===== src/rtl/dds_phase_gen_pkg.sv =====
// Shared defaults for the DDS phase generator: datapath widths, ROM latency
// and the DAC idle code.
package dds_phase_gen_pkg;

    localparam int DDS_ACC_WIDTH   = 32;
    localparam int DDS_ADDR_WIDTH  = 10;
    localparam int DDS_DATA_WIDTH  = 8;
    localparam int DDS_ROM_LATENCY = 1;

    // Idle output code: the middle of the DAC range, i.e. zero volts on a bipolar output.
    localparam logic [DDS_DATA_WIDTH-1:0] DDS_DAC_MIDSCALE = 8'h80;

    // Midscale code for an arbitrary DAC width (only the MSB set).
    function automatic logic [31:0] dds_midscale(input int width);
        return 32'd1 << (width - 1);
    endfunction

endpackage


===== src/rtl/dds_valid_pipe.sv =====
// Valid-token delay line. Each token is marked with the cycle in which its ROM
// address was registered, and it comes out DEPTH cycles later, when the
// matching ROM data is ready. It keeps shifting while the run is disabled, so
// samples already in flight drain out. DEPTH must be at least 2.
module dds_valid_pipe #(
    parameter int DEPTH = 2
) (
    input  logic clk,
    input  logic rst_n,
    input  logic in,
    output logic out
);

    logic [DEPTH-1:0] stages;

    // Shift the token chain one stage every cycle.
    always_ff @(posedge clk) begin
        if (!rst_n) begin
            stages <= '0;
        end else begin
            stages <= {stages[DEPTH-2:0], in};
        end
    end

    assign out = stages[DEPTH-1];

endmodule


===== src/rtl/dds_phase_gen.sv =====
// DDS phase generator. A phase accumulator drives the address of an external
// waveform ROM. The ROM output is registered towards the DAC once the ROM
// latency has elapsed. New tuning words are held in shadow registers and take
// effect at a phase wrap, so each waveform period ends cleanly.
module dds_phase_gen
    import dds_phase_gen_pkg::*;
#(
    parameter int ACC_WIDTH   = DDS_ACC_WIDTH,
    parameter int ADDR_WIDTH  = DDS_ADDR_WIDTH,
    parameter int DATA_WIDTH  = DDS_DATA_WIDTH,
    parameter int ROM_LATENCY = DDS_ROM_LATENCY
) (
    input  logic                  clk,
    input  logic                  rst_n,
    input  logic                  en,
    input  logic [ACC_WIDTH-1:0]  ftw_in,
    input  logic [ADDR_WIDTH-1:0] pow_in,
    input  logic                  cfg_load,
    output logic                  cfg_ack,
    output logic [ADDR_WIDTH-1:0] rom_addr,
    input  logic [DATA_WIDTH-1:0] rom_data,
    output logic [DATA_WIDTH-1:0] dac_data,
    output logic                  dac_valid,
    output logic                  cycle_start
);

    localparam logic [DATA_WIDTH-1:0] MIDSCALE = DATA_WIDTH'(dds_midscale(DATA_WIDTH));

    logic [ACC_WIDTH-1:0]  acc;
    logic [ACC_WIDTH-1:0]  ftw_act;
    logic [ACC_WIDTH-1:0]  ftw_shadow;
    logic [ADDR_WIDTH-1:0] pow_act;
    logic [ADDR_WIDTH-1:0] pow_shadow;
    logic                  pending;
    logic [ACC_WIDTH:0]    acc_sum;
    logic                  carry;
    logic                  apply_cfg;
    logic                  sample_due;

    // Accumulator sum with its carry-out; the carry marks the end of a waveform period.
    always_comb begin
        acc_sum   = {1'b0, acc} + {1'b0, ftw_act};
        carry     = acc_sum[ACC_WIDTH];
        apply_cfg = pending & (en ? carry : 1'b1);
    end

    // Advance the phase and register the ROM address from the pre-update phase.
    always_ff @(posedge clk) begin
        if (!rst_n) begin
            acc         <= '0;
            rom_addr    <= '0;
            cycle_start <= 1'b0;
        end else begin
            cycle_start <= en & carry;
            if (en) begin
                acc      <= acc_sum[ACC_WIDTH-1:0];
                rom_addr <= acc[ACC_WIDTH-1 -: ADDR_WIDTH] + pow_act;
            end
        end
    end

    // Shadow config capture and apply. A load on the apply edge is captured after the apply, so it stays pending.
    always_ff @(posedge clk) begin
        if (!rst_n) begin
            ftw_act    <= '0;
            pow_act    <= '0;
            ftw_shadow <= '0;
            pow_shadow <= '0;
            pending    <= 1'b0;
            cfg_ack    <= 1'b0;
        end else begin
            cfg_ack <= apply_cfg;
            if (apply_cfg) begin
                ftw_act <= ftw_shadow;
                pow_act <= pow_shadow;
                pending <= 1'b0;
            end
            if (cfg_load) begin
                ftw_shadow <= ftw_in;
                pow_shadow <= pow_in;
                pending    <= 1'b1;
            end
        end
    end

    dds_valid_pipe #(
        .DEPTH (ROM_LATENCY + 1)
    ) u_valid_pipe (
        .clk   (clk),
        .rst_n (rst_n),
        .in    (en),
        .out   (sample_due)
    );

    // Capture ROM data when its token arrives; otherwise hold the last sample.
    always_ff @(posedge clk) begin
        if (!rst_n) begin
            dac_data  <= MIDSCALE;
            dac_valid <= 1'b0;
        end else begin
            dac_valid <= sample_due;
            if (sample_due) begin
                dac_data <= rom_data;
            end
        end
    end

endmodule


===== config.mk =====
export PLATFORM = sky130hd
export DESIGN_NAME = dds_phase_gen
export DESIGN_NICKNAME = d
export VERILOG_FILES = /design/src/rtl/dds_phase_gen_pkg.sv /design/src/rtl/dds_valid_pipe.sv /design/src/rtl/dds_phase_gen.sv
export SDC_FILE = /design/constraint.sdc
export NUM_CORES = 1
export LEC_CHECK = 0
export CAP_MARGIN = 10
export CORE_ASPECT_RATIO = 0.5
export CORE_MARGIN = 1.5
export CORE_UTILIZATION = 57
export DETAILED_ROUTE_END_ITERATION = 6
export PLACE_DENSITY = 0.91
export RECOVER_POWER = 100
export SYNTH_ARGS = -nofsm -noshare
export SYNTH_HDL_FRONTEND = slang
export SYNTH_SLANG_ARGS = --single-unit

===== constraint.sdc =====
create_clock -name clk -period 3.3 [get_ports clk]
set_input_delay 0.66 -clock clk [delete_from_list [all_inputs] [get_ports clk]]
set_output_delay 0.66 -clock clk [all_outputs]
set_load 0.03 [all_outputs]

==> metrics.cfg, run 1 <==
[run_status]
outcome = complete, but fails checks
failed_checks = max-capacitance violations, max-slew violations

[drt]
ant_nets = 0
drt_iter0_drc = 318
drt-wirelength-per-cell_um = 14.98
dr_total_vias = 5711
drt-pass1-iter-count = 5
vias_per_cell = 5.649
remaining_drc_errors = 0
wl_um = 15140

[job]
cap_violations = 1

[yosys]
synth-edff-count = 0
synth_warnings = 0
yosys_register_bits = 140
avgSynthCellArea_um2 = 8.924
synth_nets = 874
ys_types = 55
syn_inst = 777
yosysSeqAreaShare = 0.4042
synth_area_um2 = 6934
synth_top_flop_cell = dfxtp_1
synth_async_sr_flop_share = 0

[timing]
fin_ws_ns = 0.2327
fin_crit_ns = 3.067
fmax_ghz = 0.3260
hold_ws_ns = 0.4425
drv_slew = 35
finalCritPeriodShare = 0.9295
rsz0062_at_grt = false
max_slew_margin = -0.02469
fin_worst_skew_ns = 0.01297
final_hold_viol_count = 0
setup_violations = 0
finalSetupTns_ns = 0
tightest_slew_ns = 1.537

[worst_setup_path]
crit_type = flop to flop
cp.required_ns = 3.64
worstPathArrival_ns = 3.41
critPathCaptureType = flop
crit_path_start_kind = flop
crit_path_max_fanout = 24

[power]
p_per_area_nw_per_um2 = 486.8
leakagePower_nw = 3.607
power_mw = 4.029
vdd_ir_drop_max_uv = 352.4

[placed_design]
pre_cts_ws_ns = 0.2845
port_buffers = 74
hpwl_um = 10320
place_congestion = 0.8944

[final_layout]
final_nets = 930
area_delta_synth_final_pct = 19.36
drive_above_1_share = 0.05674
diodes = 0

[global_route]
grt_max_degree = 62
grt_use_met3 = 0.05209
use_met2 = 0.4329
grt-busiest-layer = met2
grt_pass1_wl_um = 24990
grt_pass1_vias = 5450
grt_usage = 0.2414
antenna_found_initial = 0
grt-ovfl-total = 0
grtUsageMet1 = 0.2829

[floorplan]
start_util = 0.5856
core.rowCount = 28
ios = 75
core_area_um2 = 11840
die_height_um = 80.99
die_w_um = 159.0
floorplan.die_area_um2 = 12880

[worst_hold_path]
hold_class = flop to flop

[clock_network]
post_cts_buffers = 0
cts_hold_buffers = 0
numClockSinks = 140
clockBufferDepth = 2
clk_latency_ns = 0.43
cts_buffers = 17
cts_root_buffer = clkbuf_16
cts_resized = 0
cts_tree = done
clk_pin_slew_ns = 0.06
cts_max_level = 4

through the flow:
stage / cells / utilization / cell area [µm²]
after detailed placement: 979 / 0.6522 / 7722
after CTS: 1011 / 0.7011 / 8302
after global placement: 979 / 0.6522 / 7722
after global routing: 1011 / 0.6990 / 8277
final: 1011 / 0.6990 / 8277
after floorplan: 777 / - / 6934
final timing paths:
path / startpoint / endpoint / slack, ns / cells past startpoint
setup reg to reg: acc[0]$_SDFFE_PN0P_ / ftw_act[23]$_SDFFE_PN0P_ / 0.23 / 11
hold reg to reg: u_valid_pipe.stages[0]$_SDFF_PN0_ / u_valid_pipe.stages[1]$_SDFF_PN0_ / 0.44 / 1
hold / removal: u_valid_pipe.stages[0]$_SDFF_PN0_ / u_valid_pipe.stages[1]$_SDFF_PN0_ / 0.44 / 1
setup / recovery: acc[0]$_SDFFE_PN0P_ / ftw_act[23]$_SDFFE_PN0P_ / 0.23 / 11
metal layers:
metal,vias up,part of all wire
met2,150,0.47
li1,2871,-
met1,2653,0.45
met4,0,0.024
met3,37,0.049
met5,-,0
critical path, stage by stage, from the launching register on:
cell      delay, ns
dfxtp_1        0.32
ha_1           0.22
fa_1           0.44
a211oi_2       0.27
o211ai_1       0.17
a211oi_2       0.32
o31ai_2        0.19
a31o_4         0.30
a41oi_4        0.24
buf_4          0.29
nand3_1        0.12
o21ai_0        0.12
final cells by class:
class / instances / area, µm²
flip-flops and latches: 140 / 2803
multi-input cells: 577 / 3847
clock buffers: 17 / 425.4
clock inverters: 15 / 153.9
fillers: 926 / 3565
repair buffers: 85 / 795.8
well taps: 165 / 206.4
inverters: 12 / 45.04
cells in the mapped netlist (7+ instances only):
library cell,count,area [µm²]
xor2_1,13,113.9
nand3_1,47,235.2
mux2i_1,73,730.7
dfxtp_1,140,2803
o21ai_0,48,240.2
clkbuf_1,31,116.4
a31oi_1,7,43.79
nand3b_1,10,75.07
a21o_1,25,187.7
nor2_1,94,352.8
a211oi_1,9,67.56
inv_1,11,41.29
xnor2_1,18,157.7
nand2_1,69,259.0
a21oi_1,28,140.1
ha_1,41,513.0
o21ai_1,17,85.08
o211ai_1,9,67.56
nand4_1,11,68.82
cell families (layout without fill, tap and decap cells):
family,Yosys count,count (layout),synth area share
AND/OR/NAND/NOR,255,255,0.1646
multiplexers,74,74,0.1070
buffers and inverters,60,129,0.04258
XOR/XNOR,31,31,0.03916
AO/OA/AOI/OAI,174,174,0.1628
flip-flops,140,140,0.4042
adder cells (fa/ha/maj),43,43,0.07975
placed cells by master (no fill, tap or decap), types with 3 or more instances in the layout:
cell / instances
inv_6: 6
a31oi_1: 7
mux2i_1: 73
xnor2_1: 18
dfxtp_1: 140
nand2_1: 69
nor2_1: 94
buf_4: 4
dlygate4sd3_1: 21
xor2_1: 13
clkbuf_16: 17
nor3_1: 4
clkbuf_1: 8
o211ai_1: 9
inv_1: 12
o21ai_1: 10
a21oi_1: 28
o21ai_0: 55
nand3b_1: 10
a211oi_1: 9
inv_8: 3
o21a_1: 6
nand4_1: 11
nor2b_1: 5
or3_1: 4
nand3_1: 47
ha_1: 41
o21bai_1: 3
a21o_1: 25
clkdlybuf4s50_1: 50
registers in the layout (all words and copies together) (netlist names):
name and cells:
acc 32, cycle_start 1, ftw_act 32, u_valid_pipe.stages 2
pow_act 10, dac_valid 1, cfg_ack 1, pending 1
dac_data 8, ftw_shadow 32, pow_shadow 10, rom_addr 10
power breakdown:
part | internal (mW) | total [mW] | leakage [nW] | switching (mW)
Combinational | 0.161 | 0.350 | 2.18 | 0.189
Clock | 1.07 | 1.89 | 0.281 | 0.824
Sequential | 1.75 | 1.79 | 1.14 | 0.0370
Power figures use the tool's default switching activity.
==> run 2, diff against run 1 <==
--- a/config.mk
+++ b/config.mk
@@ -12,6 +12,7 @@
 export DETAILED_ROUTE_END_ITERATION = 6
 export PLACE_DENSITY = 0.91
 export RECOVER_POWER = 100
+export SKIP_CTS_REPAIR_TIMING = 1
 export SYNTH_ARGS = -nofsm -noshare
 export SYNTH_HDL_FRONTEND = slang
 export SYNTH_SLANG_ARGS = --single-unit
==> results of run 2 <==
No change in the layout: final DEF, timing and power equal those of run 1.
==> run 3, diff against run 2 <==
--- a/config.mk
+++ b/config.mk
@@ -5,7 +5,7 @@
 export SDC_FILE = /design/constraint.sdc
 export NUM_CORES = 1
 export LEC_CHECK = 0
-export CAP_MARGIN = 10
+export CAP_MARGIN = 15
 export CORE_ASPECT_RATIO = 0.5
 export CORE_MARGIN = 1.5
 export CORE_UTILIZATION = 57
==> results of run 3 <==
No change in the layout: final DEF, timing and power equal those of run 1.
